<file path="config.mk">
export PLATFORM = sky130hd
export DESIGN_NAME = div36x18_mc
export DESIGN_NICKNAME = d
export VERILOG_FILES = /design/src/rtl/div_pkg.sv /design/src/rtl/div_step.sv /design/src/rtl/div36x18_mc.sv
export SDC_FILE = /design/constraint.sdc
export NUM_CORES = 1
export LEC_CHECK = 0
export BUFFER_PORTS_ARGS = -buffer_cell sky130_fd_sc_hd__buf_2
export CORE_MARGIN = 1.5
export CORE_UTILIZATION = 55
export CTS_CLUSTER_SIZE = 10
export DETAILED_ROUTE_END_ITERATION = 10
export GPL_TIMING_DRIVEN = 0
export PLACE_DENSITY = 0.87
export SKIP_CTS_REPAIR_TIMING = 1
export SLEW_MARGIN = 10
export SYNTH_ARGS = -nofsm -noshare
export SYNTH_HDL_FRONTEND = slang
export SYNTH_SLANG_ARGS = --single-unit
</file>
<file path="constraint.sdc">
create_clock -name clk -period 7 [get_ports clk]
set_input_delay 1.4 -clock clk [delete_from_list [all_inputs] [get_ports clk]]
set_output_delay 1.4 -clock clk [all_outputs]
set_load 0.005 [all_outputs]
</file>
<file path="src/rtl/div_pkg.sv">
// Shared constants and state encoding for the multi-cycle signed divider.
package div_pkg;

    localparam int DIV_WIDTH = 18;
    localparam int DIV_NW    = 2 * DIV_WIDTH;
    localparam int CNT_W     = $clog2(DIV_NW);

    // Largest quotient magnitudes that still fit in DIV_WIDTH signed bits
    localparam logic [DIV_NW-1:0] QMAX_POS = DIV_NW'((64'd1 << (DIV_WIDTH - 1)) - 64'd1);
    localparam logic [DIV_NW-1:0] QMAX_NEG = DIV_NW'(64'd1 << (DIV_WIDTH - 1));

    typedef enum logic [1:0] {
        IDLE = 2'd0,
        RUN  = 2'd1,
        FIX  = 2'd2
    } div_state_t;

endpackage

</file>
<file path="src/rtl/div_step.sv">
// One radix-2 restoring division iteration: shift in a dividend bit,
// trial-subtract the divisor magnitude, keep or restore.
module div_step #(
    parameter int WIDTH = 18
) (
    input  logic [WIDTH:0]   rem,
    input  logic             nbit,
    input  logic [WIDTH-1:0] dmag,
    output logic [WIDTH:0]   rem_next,
    output logic             qbit
);

    logic [WIDTH:0]   shifted;
    logic [WIDTH+1:0] trial;

    // The incoming remainder is always below |D|, so its top bit is zero
    // and the shifted value fits in WIDTH+1 bits; one extra bit holds the borrow.
    always_comb begin
        shifted  = {rem[WIDTH-1:0], nbit};
        trial    = {1'b0, shifted} - {2'b00, dmag};
        qbit     = ~trial[WIDTH+1];
        rem_next = qbit ? trial[WIDTH:0] : shifted;
    end

endmodule

</file>
<file path="src/rtl/div36x18_mc.sv">
// Multi-cycle signed divider: 2*WIDTH-bit dividend by WIDTH-bit divisor,
// quotient truncated toward zero, remainder takes the sign of the dividend.
module div36x18_mc
    import div_pkg::*;
#(
    parameter int WIDTH = DIV_WIDTH
) (
    input  logic               clk,
    input  logic               rst,
    input  logic               en,
    input  logic               start,
    input  logic [2*WIDTH-1:0] N,
    input  logic [WIDTH-1:0]   D,
    output logic [WIDTH-1:0]   Q,
    output logic [WIDTH-1:0]   R,
    output logic               busy,
    output logic               done,
    output logic               ovf,
    output logic               dz
);

    localparam int NW = 2 * WIDTH;
    localparam int CW = $clog2(NW);

    div_state_t     state;
    logic [CW-1:0]  cnt;
    logic [NW-1:0]  nmag;
    logic [WIDTH-1:0] dmag;
    logic [WIDTH:0] rem;
    logic [NW-1:0]  qmag;
    logic           sign_q;
    logic           sign_r;
    logic           dz_pend;

    logic [NW-1:0]    nabs;
    logic [WIDTH-1:0] dabs;
    logic [WIDTH:0]   rem_next;
    logic             qbit;
    logic [NW-1:0]    qneg;
    logic [WIDTH-1:0] rmag;
    logic [WIDTH-1:0] rneg;
    logic             ovf_c;
    logic [WIDTH-1:0] q_c;
    logic [WIDTH-1:0] r_c;

    div_step #(.WIDTH(WIDTH)) u_step (
        .rem      (rem),
        .nbit     (nmag[NW-1]),
        .dmag     (dmag),
        .rem_next (rem_next),
        .qbit     (qbit)
    );

    // Operand magnitudes; the most negative dividend still fits as unsigned
    always_comb begin
        nabs = N[NW-1] ? -N : N;
        dabs = D[WIDTH-1] ? -D : D;
    end

    // Sign application and range check evaluated during FIX; negating zero
    // yields zero, so a negative zero result cannot appear
    always_comb begin
        qneg  = -qmag;
        rmag  = rem[WIDTH-1:0];
        rneg  = -rmag;
        ovf_c = dz_pend || (!sign_q && (qmag > QMAX_POS)) || (sign_q && (qmag > QMAX_NEG));
        q_c   = '0;
        r_c   = '0;
        if (!ovf_c) begin
            q_c = sign_q ? qneg[WIDTH-1:0] : qmag[WIDTH-1:0];
            r_c = sign_r ? rneg : rmag;
        end
    end

    // Control FSM and datapath registers; the done cycle is spent in IDLE
    // but a start seen while done is high is ignored, giving one op per 2W+3 clocks
    always_ff @(posedge clk) begin
        if (rst) begin
            state   <= IDLE;
            cnt     <= '0;
            nmag    <= '0;
            dmag    <= '0;
            rem     <= '0;
            qmag    <= '0;
            sign_q  <= 1'b0;
            sign_r  <= 1'b0;
            dz_pend <= 1'b0;
            Q       <= '0;
            R       <= '0;
            busy    <= 1'b0;
            done    <= 1'b0;
            ovf     <= 1'b0;
            dz      <= 1'b0;
        end else if (en) begin
            done <= 1'b0;
            case (state)
                IDLE: begin
                    if (start && !done) begin
                        nmag    <= nabs;
                        dmag    <= dabs;
                        sign_q  <= N[NW-1] ^ D[WIDTH-1];
                        sign_r  <= N[NW-1];
                        dz_pend <= (D == '0);
                        rem     <= '0;
                        qmag    <= '0;
                        cnt     <= '0;
                        busy    <= 1'b1;
                        state   <= RUN;
                    end
                end
                RUN: begin
                    rem  <= rem_next;
                    qmag <= {qmag[NW-2:0], qbit};
                    nmag <= {nmag[NW-2:0], 1'b0};
                    if (cnt == CW'(NW - 1)) begin
                        cnt   <= '0;
                        state <= FIX;
                    end else begin
                        cnt <= cnt + 1'b1;
                    end
                end
                FIX: begin
                    Q     <= q_c;
                    R     <= r_c;
                    ovf   <= ovf_c;
                    dz    <= dz_pend;
                    busy  <= 1'b0;
                    done  <= 1'b1;
                    state <= IDLE;
                end
                default: begin
                    state <= IDLE;
                    busy  <= 1'b0;
                end
            endcase
        end
    end

endmodule

</file>
==> impl_results.md, run 1 <==
* Outcome: finished, final reports clean
* RSZ-0062 raised after global routing: false
* Mapped Avg Cell Area at slightly above 8 µm²
* Final cell utilization of the core at between 60 and 70%
* Die Wd at 127 µm
* Detailed Route WL at 23,200 µm
* Antenna diodes at 0
* Worst Hold Depth at 2
* R2R setup slack at between 3 and 4 ns
* H-tree depth at 4
* Setup CP Type: in -> reg
* Detailed Routing Iterations Pass 1 at 5
* Residual DRC at 0
* Root buf cell: clkbuf_16
* Sequential element share of the synthesized area at 37.3%
* Number of synthesized flops with an enable pin at 0
* DR vias at around 8,400
* # IOs at 98
* Hold path start: nmag[22]
* WP data arrival at between 4 and 5 ns
* Share of cells above drive strength 1 at approximately an eighth
* Min-delay worst type: reg -> reg
* Initial Utilization at 56.3%
* Final Max Tran Viols at 0
* TritonCTS sink count at 159
* Syn Inst Count at between 1,000 and 1,500
* CP Max Fanout at 5
* Min Clock Period, post-route at ~3.7 ns
* Post-DP HPWL at approximately 17,000 µm
* Clock transition at path regs at approximately 0.060 ns
* Die area at around 0.016 mm²
* Maximum VDD drop at between 0.2 and 0.25 mV
* Deepest clock path buffer count at 2
* Mapped Nets at 1,129
* Leak pwr at 3.88 nW
* Placement Setup Slack at approximately 2.9 ns
* Setup tns final at 0 ns
* # setup viols final at 0
* Placed cells at 1,330
* Routability cong. at slightly above 0.9
* Period utilisation layout at between 50% and 60%
* Yosys warnings at 0
* Synth Register Bits at 159
* GR Overflow Total at 0
* Worst hold path endpoint: nmag[22]
* Mapped cell area at 0.00852 mm²
* Critical Path Sink Type: flip-flop
* Critical path's largest stage delay at around 0.63 ns
* Vias in the first global route at just under 8,000
* Worst Skew at approximately 0.0083 ns
* Pin count of the biggest net entering global routing at 17
* Async SR Flop Fraction at 0%
* R2R depth at 11
* Final setup margin at around 3.3 ns
* Core Region at between 0.015 and 0.02 mm²
* Hold slack at roughly 0.44 ns
* Cell variety after synth at between 60 and 70
* First-pass GRT wire length at around 38,000 µm
* Type of origin of the critical path: input port
* Slowest-stage cell, CP: or4_1
* Synthesis-to-layout area growth at 15.2%
* Post-route cell area at about 0.01 mm²
* Final net count at ~1,200
* Main synth FF type: dfxtp_1
* Reg-to-Reg End: rem[16]
* Max-Cap Viols at 0
* Port Buffers at 95
* CP cell instances: buf_2 > or4_1 > nor4_1 > nand3_1 > or3_1 > o31ai_1 > xnor2_1 > o21ai_0 > a21oi_1
* F_max at around 0.27 GHz
* DRT iter0 DRCs at between 800 and 900
* Placed inst area at a little over 0.009 mm²
* Slew @ Worst Pin at 1.06 ns
* Worst r2r src: dmag[3]
* Critical path startpoint: N[4]
* Max-slew headroom at roughly 29%
* Cell area power density at around 240 mW/mm²
* All-Layer GR Usage at 28.9%
* Antenna violations before repair at 0
* Cts bufs inserted at 17
* Die Y at between 100 and 150 µm
* Worst EP required at about 7.4 ns
* Routed length per instance at roughly 17 µm
* Clock Latency Late Sink at 0.44 ns
* Fin. Hold Viols at 0
* Antenna Nets Post-Route at 0
* CTS tree: yes
* Final Non-Filler Cells at roughly 1,400
* Row Count at 45
* Power Total at approximately 2.3 mW
* Vias/cell at a little over 6
[cell type report]
cell class              instances  area (µm²)
fillers                      1253        5330
multi-input cells             781        4930
flip-flops and latches        159        3180
repair buffers                 95         475
clock buffers                  21         450
plain buffers                  68         262
well taps                     188         235
inverters                      39         146
clock inverters                11         133
[power by group]
part	switching (mW)	leakage [nW]	internal [mW]	total, mW
combinational	0.269	2.32	0.164	0.433
sequential	0.0224	1.29	0.936	0.958
clock	0.388	0.272	0.539	0.927
total	0.680	3.88	1.64	2.32
[state kept, by name, summed over array words and instances, names as in the netlist, 2 cells and up]
name	flops
nmag	36
qmag	36
Q	18
R	18
dmag	18
rem	18
cnt	6
state	2
[critical path: cells and delay by family]
kind / cells / cell delay, ns
buffers and inverters: 1 / 0.11
AO/OA/AOI/OAI: 3 / 0.50
XOR/XNOR: 1 / 0.16
AND/OR/NAND/NOR: 4 / 1.90
[worst max-delay path by stage]
stage,end,slack (ns),cells past startpoint
after global placement,nmag[29],2.93,9
after CTS,nmag[29],3.35,9
after global routing,nmag[29],3.20,9
final,nmag[29],3.29,9
after floorplan,nmag[32],3.43,8
after detailed placement,nmag[29],2.89,9
[layout by cell type (no fill, tap or decap), types with 4 or more instances in the layout]
cell type and count:
a21oi_1 76, o21ai_0 54, xor2_1 41, nor4_1 8, a22oi_1 79, nand3_1 13, or4_1 14, a211oi_1 22
inv_1 38, nor3_1 13, xnor2_1 53, nand4_1 7, clkbuf_1 62, clkbuf_16 17, nand2_1 79, or3_1 11
buf_1 6, o31ai_1 22, o41ai_1 13, o221ai_1 5, buf_2 97, a221oi_1 7, nor2_1 153, mux2i_1 15
o311ai_0 5, a21o_1 8, ha_1 23, dfxtp_1 159, nand2b_1 10, clkinvlp_4 4
[layer usage]
| metal | wire length, µm | vias up | track usage (%) |
|---|---|---|---|
| li1 | - | 4002 | - |
| met1 | 9970 | 3970 | 36.3 |
| met2 | 11000 | 393 | 49.0 |
| met3 | 1550 | 62 | 5.11 |
| met4 | 653 | 0 | 12.2 |
| met5 | 0 | - | 0 |
[cells by family (layout without fill, tap and decap cells)]
group                    after synthesis  count (layout)  share of synthesized area, %
AO/OA/AOI/OAI                        319             319                          25.2
XOR/XNOR                              94              94                          9.66
adder cells (fa/ha/maj)               24              24                          3.61
buffers and inverters                107             234                          4.79
flip-flops                           159             159                          37.3
multiplexers                          15              15                          1.76
AND/OR/NAND/NOR                      329             329                          17.7
[cells in the mapped netlist, drive strengths merged (3+ instances only)]
cell type / number / area, µm²
dfxtp: 159 / 3180
or4: 16 / 128
a21oi: 76 / 380
a211o: 3 / 26.3
clkbuf: 59 / 221
a221oi: 7 / 61.3
nor4: 10 / 75.1
xor2: 41 / 359
o21a: 3 / 22.5
o31ai: 23 / 186
ha: 23 / 288
o221ai: 5 / 43.8
xnor2: 53 / 464
a22oi: 80 / 606
nand2: 79 / 297
a211oi: 22 / 165
a31oi: 3 / 18.8
and2: 3 / 18.8
nand2b: 10 / 62.6
mux2i: 15 / 150
nand4: 7 / 43.8
o21ai: 56 / 280
buf: 9 / 40.0
nor2b: 3 / 18.8
and3: 3 / 18.8
nor2: 153 / 574
or3: 12 / 80.1
o311ai: 5 / 43.8
nand3: 13 / 65.1
inv: 38 / 143
nor3: 13 / 65.1
a21o: 8 / 60.1
o41ai: 13 / 114
Power figures use the tool's default switching activity.
==> run 2, diff against run 1 <==
CORE_UTILIZATION = 53   (was 55)
clock period = 3.15 ns   (was 7 ns; I/O delays follow)
==> run 2 against run 1 <==
  * Final cell count grew 2.0%
  * Clock skew shrank 0.0025 ns
  * Flip-flop and latch count did not move
  * Combinational power increased by 130%
  * Critical endpoint is now rem[16]
==> impl_results.md, run 2 (synthesized netlist as in run 1, its figures left out) <==
* Critical path startpoint: dmag[3]
* Final Max Tran Viols at 0
* Core Region at approximately 0.016 mm²
* Detailed Route WL at ~23,000 µm
* Worst Skew at around 0.0058 ns
* Worst EP required at around 3.5 ns
* # setup viols final at 0
* Antenna Nets Post-Route at 0
* Residual DRC at 0
* Outcome: finished, final reports clean
* Die area at around 0.017 mm²
* Min Clock Period, post-route at slightly above 3 ns
* Cell area power density at 516 mW/mm²
* Vias/cell at between 6 and 7
* Die Y at roughly 130 µm
* Clock transition at path regs at roughly 0.060 ns
* Critical Path Sink Type: flip-flop
* Min-delay worst type: reg -> reg
* CTS tree: yes
* Most common cell after layout, fill and taps aside: dfxtp_1
* Hold path start: nmag[32]
* Pin count of the biggest net entering global routing at 17
* First-pass GRT wire length at 37,300 µm
* Deepest clock path buffer count at 2
* Area of the multi-input gates at 0.00496 mm²
* DR vias at 8,458
* Leak pwr at around 4 nW
* Port Buffers at 95
* Detailed Routing Iterations Pass 1 at 5
* Final net count at around 1,200
* Routed length per instance at 16.4 µm
* CP Max Fanout at 10
* Fill count at 1,354
* Row Count at 46
* Die Wd at between 100 and 150 µm
* Setup CP Type: reg -> reg
* Synthesis-to-layout area growth at 15.7%
* GR Overflow Total at 0
* Most frequent cells in the layout: dfxtp_1 (158), nor2_1 (153), buf_2 (96), nand2_1 (79), a22oi_1 (79)
* Vias in the first global route at between 7,000 and 8,000
* Seq. cell area at roughly 0.0032 mm²
* Largest regs: nmag: 36 flops, qmag: 36 flops
* TritonCTS sink count at between 150 and 200
* Cts bufs inserted at 17
* WP data arrival at between 3 and 4 ns
* DRT iter0 DRCs at 782
* Antenna violations before repair at 0
* Antenna diodes at 0
* Worst r2r src: dmag[3]
* Initial Utilization at 54.0%
* Clock Latency Late Sink at between 0.4 and 0.5 ns
* Root buf cell: clkbuf_16
* Share of cells above drive strength 1 at between 10% and 20%
* All-Layer GR Usage at 27.7%
* Routability cong. at between 0.9 and 1
* Maximum VDD drop at ~0.46 mV
* Hold slack at roughly 0.45 ns
* Max-slew headroom at around a fifth
* Period utilisation layout at between 90% and 100%
* Post-DP HPWL at 16,400 µm
* Final cell utilization of the core at a little over three fifths
* Fin. Hold Viols at 0
* Slew @ Worst Pin at ~1.2 ns
* Max-Cap Viols at 0
* Type of origin of the critical path: flip-flop
* H-tree depth at 4
* F_max at 0.331 GHz
* # IOs at 98
==> run 2: changes by cell type in the layout (fill, tap and decap cells not counted), moves of 2 or more <==
cell      before  now
clkbuf_1      62   59
clkbuf_2       0    3
clkbuf_8       1    3
clkinv_2       1    3
==> run 2: cell type report <==
class,count,share of cell area [%]
inverters,39,1.48
flip-flops and latches,159,32.3
repair buffers,95,4.82
clock inverters,9,0.850
well taps,216,2.74
clock buffers,22,4.81
plain buffers,68,2.75
multi-input cells,781,50.3
==> run 2: final timing paths <==
kind | end | slack, ns | depth (start not counted)
worst min-delay path | nmag[32] | 0.45 | 2
worst max register to register | rem[16] | 0.13 | 11
worst min register to register | nmag[32] | 0.45 | 2
worst max-delay path | rem[16] | 0.13 | 11
==> run 2: worst max-delay path, stage by stage, from the launching register on <==
cell and delay [ns]:
dfxtp_1 0.35, inv_1 0.06, ha_1 0.30, inv_1 0.07, a2111o_1 0.45, a211o_1 0.35
a311oi_4 0.28, a21boi_1 0.17, o21ai_2 0.28, buf_4 0.25, o311ai_0 0.19, o211ai_1 0.20
==> run 2: power breakdown <==
part	total (mW)	switching [mW]	internal, mW	leakage, nW
logic	0.986	0.606	0.380	2.34
clock network	1.97	0.830	1.14	0.264
registers	2.13	0.0486	2.08	1.29
total	5.09	1.49	3.60	3.89
==> run 2: stage by stage <==
stage               power [mW]  worst slack [ns]  cell area (µm²)    TNS (ns)  std cells
detailed placement        3.10            -0.180             9270      -0.583       1358
global placement          3.08            -0.130             9270      -0.293       1358
finish                    5.09             0.126             9860           0       1389
global route              5.27        -0.0000808             9860  -0.0000808       1389
CTS                       5.04            -0.136             9830      -0.976       1389
floorplan                 2.84             0.345             8520           0       1047
==> run 2: routing by layer <==
layer | share of wire (%) | global-route usage (%) | vias up
li1 | - | - | 4017
met1 | 44 | 35.5 | 4025
met2 | 47 | 47.0 | 365
met3 | 6.4 | 4.06 | 51
met4 | 2.6 | 11.0 | 0
met5 | 0 | 0 | -
